--- src/rtl/muldiv_sequencer.sv ---
// Iterative multiply/divide unit owning HI/LO: one shift-add or restoring shift-subtract step per clock.
// Optional build macro MULDIV_EARLY_OUT_EN short-cuts mult/multu with a zero operand.
module muldiv_sequencer #(
  parameter int DATA_W = 32
) (
  input  logic              clock,
  input  logic              reset,
  input  logic              start,
  input  logic [1:0]        op,
  input  logic [DATA_W-1:0] Read_data_1,
  input  logic [DATA_W-1:0] Read_data_2,
  input  logic              wr_hi,
  input  logic              wr_lo,
  input  logic [DATA_W-1:0] wr_data,
  output logic              busy,
  output logic              stall_req,
  output logic              done,
  output logic [DATA_W-1:0] hi,
  output logic [DATA_W-1:0] lo
);

  localparam int CNT_W = $clog2(DATA_W);

  typedef enum logic [1:0] {IDLE, RUN, FIX} state_t;

  state_t                state_q, state_d;
  logic [CNT_W-1:0]      cnt_q, cnt_d;
  logic [2*DATA_W-1:0]   acc_q, acc_d;
  logic [DATA_W-1:0]     mag_a_q, mag_a_d;
  logic [DATA_W-1:0]     mag_b_q, mag_b_d;
  logic [DATA_W-1:0]     a_raw_q, a_raw_d;
  logic                  is_div_q, is_div_d;
  logic                  neg_res_q, neg_res_d;
  logic                  neg_rem_q, neg_rem_d;
  logic                  div0_q, div0_d;
  logic                  eo_q, eo_d;
  logic                  done_q, done_d;
  logic [DATA_W-1:0]     hi_q, hi_d;
  logic [DATA_W-1:0]     lo_q, lo_d;

  logic                  signed_op, a_neg, b_neg, eo_hit;
  logic [DATA_W:0]       mul_sum, div_shift, div_trial;
  logic [2*DATA_W-1:0]   mul_next, div_next, prod_fix;
  logic [DATA_W-1:0]     quo_fix, rem_fix;

  assign signed_op = ~op[0];
  assign a_neg     = signed_op & Read_data_1[DATA_W-1];
  assign b_neg     = signed_op & Read_data_2[DATA_W-1];

`ifdef MULDIV_EARLY_OUT_EN
  assign eo_hit = ~op[1] & ((Read_data_1 == '0) | (Read_data_2 == '0));
`else
  assign eo_hit = 1'b0;
`endif

  // Multiply: accumulator is {partial product, remaining multiplier bits}, shifted right each step.
  assign mul_sum  = {1'b0, acc_q[2*DATA_W-1:DATA_W]} + {1'b0, (acc_q[0] ? mag_a_q : '0)};
  assign mul_next = {mul_sum, acc_q[DATA_W-1:1]};

  // Divide: accumulator is {remainder, dividend/quotient bits}, shifted left each step.
  assign div_shift = acc_q[2*DATA_W-1:DATA_W-1];
  assign div_trial = div_shift - {1'b0, mag_b_q};
  assign div_next  = div_trial[DATA_W] ? {div_shift[DATA_W-1:0], acc_q[DATA_W-2:0], 1'b0}
                                       : {div_trial[DATA_W-1:0], acc_q[DATA_W-2:0], 1'b1};

  assign prod_fix = neg_res_q ? -acc_q : acc_q;
  assign quo_fix  = neg_res_q ? -acc_q[DATA_W-1:0] : acc_q[DATA_W-1:0];
  assign rem_fix  = neg_rem_q ? -acc_q[2*DATA_W-1:DATA_W] : acc_q[2*DATA_W-1:DATA_W];

  // NOTE: every signal assigned in this block gets a default first so no latch is inferred.
  always_comb begin
    state_d   = state_q;
    cnt_d     = cnt_q;
    acc_d     = acc_q;
    mag_a_d   = mag_a_q;
    mag_b_d   = mag_b_q;
    a_raw_d   = a_raw_q;
    is_div_d  = is_div_q;
    neg_res_d = neg_res_q;
    neg_rem_d = neg_rem_q;
    div0_d    = div0_q;
    eo_d      = eo_q;
    done_d    = 1'b0;
    hi_d      = hi_q;
    lo_d      = lo_q;

    unique case (state_q)
      IDLE: begin
        if (wr_hi) hi_d = wr_data;
        if (wr_lo) lo_d = wr_data;
        if (start) begin
          mag_a_d   = a_neg ? -Read_data_1 : Read_data_1;
          mag_b_d   = b_neg ? -Read_data_2 : Read_data_2;
          a_raw_d   = Read_data_1;
          is_div_d  = op[1];
          neg_res_d = a_neg ^ b_neg;
          neg_rem_d = a_neg;
          div0_d    = (Read_data_2 == '0);
          cnt_d     = '0;
          eo_d      = eo_hit;
          if (eo_hit) begin
            acc_d   = '0;
            state_d = FIX;
          end else begin
            // Multiplier or dividend magnitude seeds the low half.
            acc_d   = {{DATA_W{1'b0}}, (op[1] ? mag_a_d : mag_b_d)};
            state_d = RUN;
          end
        end
      end
      RUN: begin
        acc_d = is_div_q ? div_next : mul_next;
        cnt_d = cnt_q + 1'b1;
        if (cnt_q == CNT_W'(DATA_W-1)) state_d = FIX;
      end
      FIX: begin
        if (eo_q) begin
          // Early-out spends one extra FIX cycle so its completion timing is fixed.
          eo_d = 1'b0;
        end else begin
          if (!is_div_q) begin
            hi_d = prod_fix[2*DATA_W-1:DATA_W];
            lo_d = prod_fix[DATA_W-1:0];
          end else if (div0_q) begin
            hi_d = a_raw_q;
            lo_d = '1;
          end else begin
            hi_d = rem_fix;
            lo_d = quo_fix;
          end
          done_d  = 1'b1;
          state_d = IDLE;
        end
      end
      default: state_d = IDLE;
    endcase
  end

  // NOTE: sequential state uses non-blocking assignments so all registers update together.
  always_ff @(posedge clock) begin
    if (reset) begin
      state_q   <= IDLE;
      cnt_q     <= '0;
      acc_q     <= '0;
      mag_a_q   <= '0;
      mag_b_q   <= '0;
      a_raw_q   <= '0;
      is_div_q  <= 1'b0;
      neg_res_q <= 1'b0;
      neg_rem_q <= 1'b0;
      div0_q    <= 1'b0;
      eo_q      <= 1'b0;
      done_q    <= 1'b0;
      hi_q      <= '0;
      lo_q      <= '0;
    end else begin
      state_q   <= state_d;
      cnt_q     <= cnt_d;
      acc_q     <= acc_d;
      mag_a_q   <= mag_a_d;
      mag_b_q   <= mag_b_d;
      a_raw_q   <= a_raw_d;
      is_div_q  <= is_div_d;
      neg_res_q <= neg_res_d;
      neg_rem_q <= neg_rem_d;
      div0_q    <= div0_d;
      eo_q      <= eo_d;
      done_q    <= done_d;
      hi_q      <= hi_d;
      lo_q      <= lo_d;
    end
  end

  assign busy      = (state_q != IDLE);
  assign stall_req = busy | (start & (state_q == IDLE));
  assign done      = done_q;
  assign hi        = hi_q;
  assign lo        = lo_q;

endmodule

--- config.mk ---
export PLATFORM = sky130hd
export DESIGN_NAME = muldiv_sequencer
export DESIGN_NICKNAME = d
export VERILOG_FILES = /design/src/rtl/muldiv_sequencer.sv
export SDC_FILE = /design/constraint.sdc
export NUM_CORES = 1
export LEC_CHECK = 0
export ABC_AREA = 1
export ABC_CLOCK_PERIOD_IN_PS = 3900
export CAP_MARGIN = 10
export CORE_ASPECT_RATIO = 0.6
export CORE_MARGIN = 2
export CORE_UTILIZATION = 36
export CTS_CLUSTER_SIZE = 8
export DETAILED_ROUTE_END_ITERATION = 8
export SYNTH_ARGS = -nofsm -noshare
export SYNTH_HDL_FRONTEND = slang
export SYNTH_SLANG_ARGS = --single-unit
export TNS_END_PERCENT = 100
--- constraint.sdc ---
create_clock -name clock -period 3.9 [get_ports clock]
set_input_delay 0.39 -clock clock [delete_from_list [all_inputs] [get_ports clock]]
set_output_delay 0.39 -clock clock [all_outputs]
set_load 0.02 [all_outputs]
# Word level (Yosys, flattened, before mapping)
# Cells that the tools add are included.
# totals
inputBits,103
register_bits,237
wordCells,79
output_inout_bits,67
# classes
n_mux,30
n_eq_ne,8
n_addsub,8
n_bitwise,7
n_reduce_logical,12
# ops
cell,n
32-bit two-way mux,14
64-bit two-way mux,4
32-bit negator,4
32-bit one-hot mux with 2 select lines,2
64-bit one-hot mux with 2 select lines,1
64-bit negator,1
32-bit by 32-bit adder with 33-bit output,1
33-bit by 32-bit subtractor with 33-bit output,1
32-bit logical NOT,1
2-bit != test (second input constant),5
5-bit one-hot mux with 2 select lines,1
3-bit AND reduction,3
2-bit two-way mux,3
2-bit one-hot mux with 3 select lines,1
2-bit AND reduction,3
2-bit nonzero test,3
5-bit by 1-bit adder with 5-bit output (second input constant),1
5-bit equality test (second input constant),1
5-bit two-way mux,1
1-bit bitwise AND,3
2-bit by 1-bit equality test with 1-bit output (second input constant),1
2-bit equality test (second input constant),1
2-bit logical NOT,1
1-bit two-way mux,2
5 further kinds,6

# Logic depth before layout (Yosys ltp)
# depth
depth_word,6
ltp_mapped,20
depth_no_buf,18

# Worst setup path after synthesis
# OpenSTA, ideal clock, no wires.
# synth_timing
kind,flip-flop to flip-flop
startpoint,register acc_q[0]
endpoint,register acc_q[63]
setup_ps,70
synth_period_minus_slack_ps,2600
arrival_ps,2529
n_path_buf,2
slack_ps,1300
stages_incl_launch_ff,19
required_time_ps,3830
cell_sequence,dfxtp_1 -> buf_2 -> clkbuf_1 -> nand2_1 -> inv_1 -> ha_1 -> inv_1 -> fa_1 -> o21ai_0 -> inv_1 -> o21bai_1 -> nand3_1 -> nand3_1 -> nand2_1 -> nand2_1 -> nand2_1 -> inv_1 -> nand2_1 -> a21oi_1
# synth_via
elab_chain_cells,4
# synth_rtl
element,line_no,source
start: declaration,28,"logic [2*DATA_W-1:0] acc_q, acc_d;"
start signal: assignment,144,acc_q <= '0;
start signal: assignment,159,acc_q <= acc_d;
32-bit two-way mux,57,"assign mul_sum = {1'b0, acc_q[2*DATA_W-1:DATA_W]} + {1'b0, (acc_q[0] ? mag_a_q : '0)};"
32-bit by 32-bit adder with 33-bit output,57,
64-bit two-way mux,112,acc_d = is_div_q ? div_next : mul_next;
64-bit one-hot mux with 2 select lines,87,unique case (state_q)
# No other way between the ends.
# A chain may end at the register's enable or synchronous reset.

# Final worst setup path
# layout_timing
startpoint,register acc_q[52]
endpoint,register acc_q[50]
# layout_via
elab_chain_cells,4
# layout_rtl
element,line_no,source
33-bit by 32-bit subtractor with 33-bit output,62,"assign div_trial = div_shift - {1'b0, mag_b_q};"
64-bit two-way mux,63,"assign div_next = div_trial[DATA_W] ? {div_shift[DATA_W-1:0], acc_q[DATA_W-2:0], 1'b0}"
64-bit two-way mux,112,
64-bit one-hot mux with 2 select lines,87,
# No other way between the ends.

==> qor.yml <==
logic_synthesis:
  synth_top_cell_area_share_pct: 23.0
  synth-async-reset-ratio_pct: 0
  synth_edf_count: 0
  synth_most_common_cell: "nand2_1"
  syn_nets: 3770
  synth-seq-cells: 235
  yosys-top-cells-area: "dfxtp_1 (23%), nand2_1 (16%), a21oi_1 (9.0%)"
  ys_types: 51
  ys.flop_type: "dfxtp_1"
  synth_common_cells: "nand2_1 (894), inv_1 (482), a21oi_1 (369), o21ai_0 (368), nor2_1 (348)"
  syn_area_per_cell_um2: 5.70
  syn_area_um2: 20500
  postSynthCellCount: 3595
  yosysTopAreaCell: "dfxtp_1"
  ys_warn_count: 0
  ys_seq_area_share_pct: 23.0
cts:
  clock-sinks: 235
  cts_buffer_depth: 3
  h-tree-depth: 2
  cts_tree: "built"
  cts-root-buf: "clkbuf_16"
  cts_inserted_buffers: 35
  clk_pin_slew_ns: 0.07
  cts_hold_buf: 0
  cts_resized: 0
  clk_latency_ns: 0.56
  post_cts_buffers: 0
routing:
  drc_errors: 0
  dr.first_iter.drc_count: 3966
  wirelength_um: 103000
  vias_per_cell: 5.63
  wl_per_cell_um: 23.2
  drt-pass1-iter-count: 8
  postRouteAntennaNets: 0
  vias: 25000
critical_path:
  worstSetupEndpointType: "flip-flop"
  startpoint_type: "flip-flop"
  crit_type: "flip-flop to flip-flop"
  cpLargestDelayFamily: "simple AND/OR/NAND/NOR gates"
  cp_slowest_cell: "dfxtp_1"
  cpMostUsedCell: "nand2_1"
  cpPeakStageDelay_ns: 0.78
  arrival_ns: 3.79
  crit_buf_inv: 1
  cp_cell_sequence: "ha_1, nand2_1, nand2_1, nand2_1, nand2_1, inv_1, nand2_1, a21oi_4, nand3_4, nand2_4, nand3_1, nand3_1, nand2_1, a21oi_1"
  cp_max_fo: 25
  ff2ff_setup_slack_ns: 0.58
  crit_required_ns: 4.37
floorplanning:
  dieArea_um2: 58900
  start_util_pct: 36.6
  core_area_um2: 56000
  die_w_um: 312
  die_y_um: 189
  io_pins: 170
  rows: 67
worst_hold_path:
  hold_class: "flip-flop to flip-flop"
placement:
  dpl.hpwl_um: 82200
  place.gp.congestion: 1.07
  io_buffer_count: 169
timing:
  rsz0062_at_grt: "no"
  post-route-min-period_ns: 3.32
  slew_viol_final: 0
  worst_slew_pin_slew_ns: 1.11
  holdWs_ns: 0.475
  fin_worst_skew_ns: 0.0341
  fin_setup_tns_ns: 0
  setup_viol: 0
  max_freq_mhz: 302
  finalHoldViolations: 0
  fin_crit_sh_pct: 85.0
  relSlewSlack_pct: 25.4
layout:
  nNetsFinal: 3860
  multi_input_area_um2: 13300
  drive_gt1_share_pct: 4.12
  seq_area_um2: 4710
  nFillCells: 6224
  syn2layout_area_growth_pct: 16.3
global_route:
  grt_start_max_net_pins: 133
  first_global_vias: 21500
  track_usage_pct: 33.8
  grt_pass1_wl_um: 148000
  gr-total-overflow: 0
  antenna_found_initial: 2
outcome:
  status: "finished clean"
power_and_ir_drop:
  vdd_drop_max_mv: 0.225
  p_per_area_nw_per_um2: 374
  leakage_nw: 11.3
flow_run:
  max_cap_viol_count: 0
final timing paths:
path	depth (start not counted)	startpoint	end
max	14	acc_q[52]	acc_q[50]
min	2	cnt_q[3]	cnt_q[3]
max reg2reg	14	acc_q[52]	acc_q[50]
min reg2reg	2	cnt_q[3]	cnt_q[3]
power breakdown:
part	switching, mW	total, mW	leakage [nW]	internal, mW
clock network	1.23	2.85	0.456	1.62
logic	2.24	3.19	8.94	0.946
registers	0.262	2.87	1.94	2.61
state kept, by name, indices dropped and copies added (netlist names):
signal     count
mag_b_q       32
is_div_q       1
acc_q         64
lo            32
hi            32
neg_res_q      1
cnt_q          5
mag_a_q       32
neg_rem_q      1
done           1
a_raw_q       31
state_q        2
div0_q         1
worst reg2reg max path, delay by kind of cell (launching register included):
kind | cells | cell delay [ns]
adders and majority gates | 1 | 0.41
buffers and inverters | 1 | 0.08
and+or+nand+nor | 10 | 1.65
AOI/OAI and AO/OA | 2 | 0.34
DFF | 1 | 0.78
cells in the final DEF (no fill, tap or decap), types with 8 or more instances in the layout:
cell type / instances
nor2_1: 343
o211ai_1: 36
xor2_1: 61
a21o_1: 8
or2_2: 10
nand2_1: 894
o21ai_0: 366
nand4_1: 33
a21oi_1: 369
inv_1: 481
ha_1: 70
clkbuf_16: 35
nand3_1: 334
a31oi_1: 20
o21bai_1: 12
buf_4: 50
nand2_2: 8
nor3_1: 33
clkdlybuf4s50_1: 168
o21ai_1: 17
nor2_2: 12
dfxtp_1: 233
xnor2_1: 11
nand3b_1: 15
cell families after synthesis:
group	synth area share, %
flops	23.0
compound gates	21.9
buf+inv	12.3
xor+xnor	3.08
simple gates	35.3
fa+ha+maj	4.47
routing by layer:
layer  global-route usage [%]  wire length [um]  part of all wire (%)  vias up
li1                         -                 -                     -    11900
met4                     4.77              1420                   1.4        4
met5                     1.70               150                  0.15        -
met2                     38.8             34300                    33     1524
met3                     20.7             19300                    19       99
met1                     51.2             48000                    47    11500
stage by stage:
stage	cell area, um^2	setup slack (ns)	instances	total power [mW]	utilization [%]
after floorplan	20500	1.30	3595	4.69	-
after global placement	22900	0.721	4407	5.94	40.9
after detailed placement	22900	0.735	4407	5.92	40.9
after CTS	23800	0.715	4448	8.73	42.5
after global routing	23800	0.364	4448	9.26	42.5
final	23800	0.584	4449	8.91	42.5
area by class of cell:
| cell class | count | area share [%] |
|---|---|---|
| clock buffers | 39 | 3.78 |
| well taps | 759 | 3.99 |
| inverters | 489 | 7.71 |
| flip-flops and latches | 235 | 19.8 |
| multi-input cells | 2703 | 55.8 |
| diodes | 1 | 0.0105 |
| clock inverters | 2 | 0.121 |
| repair buffers | 221 | 8.82 |
Note: power is estimated with default switching activity, not from simulation.
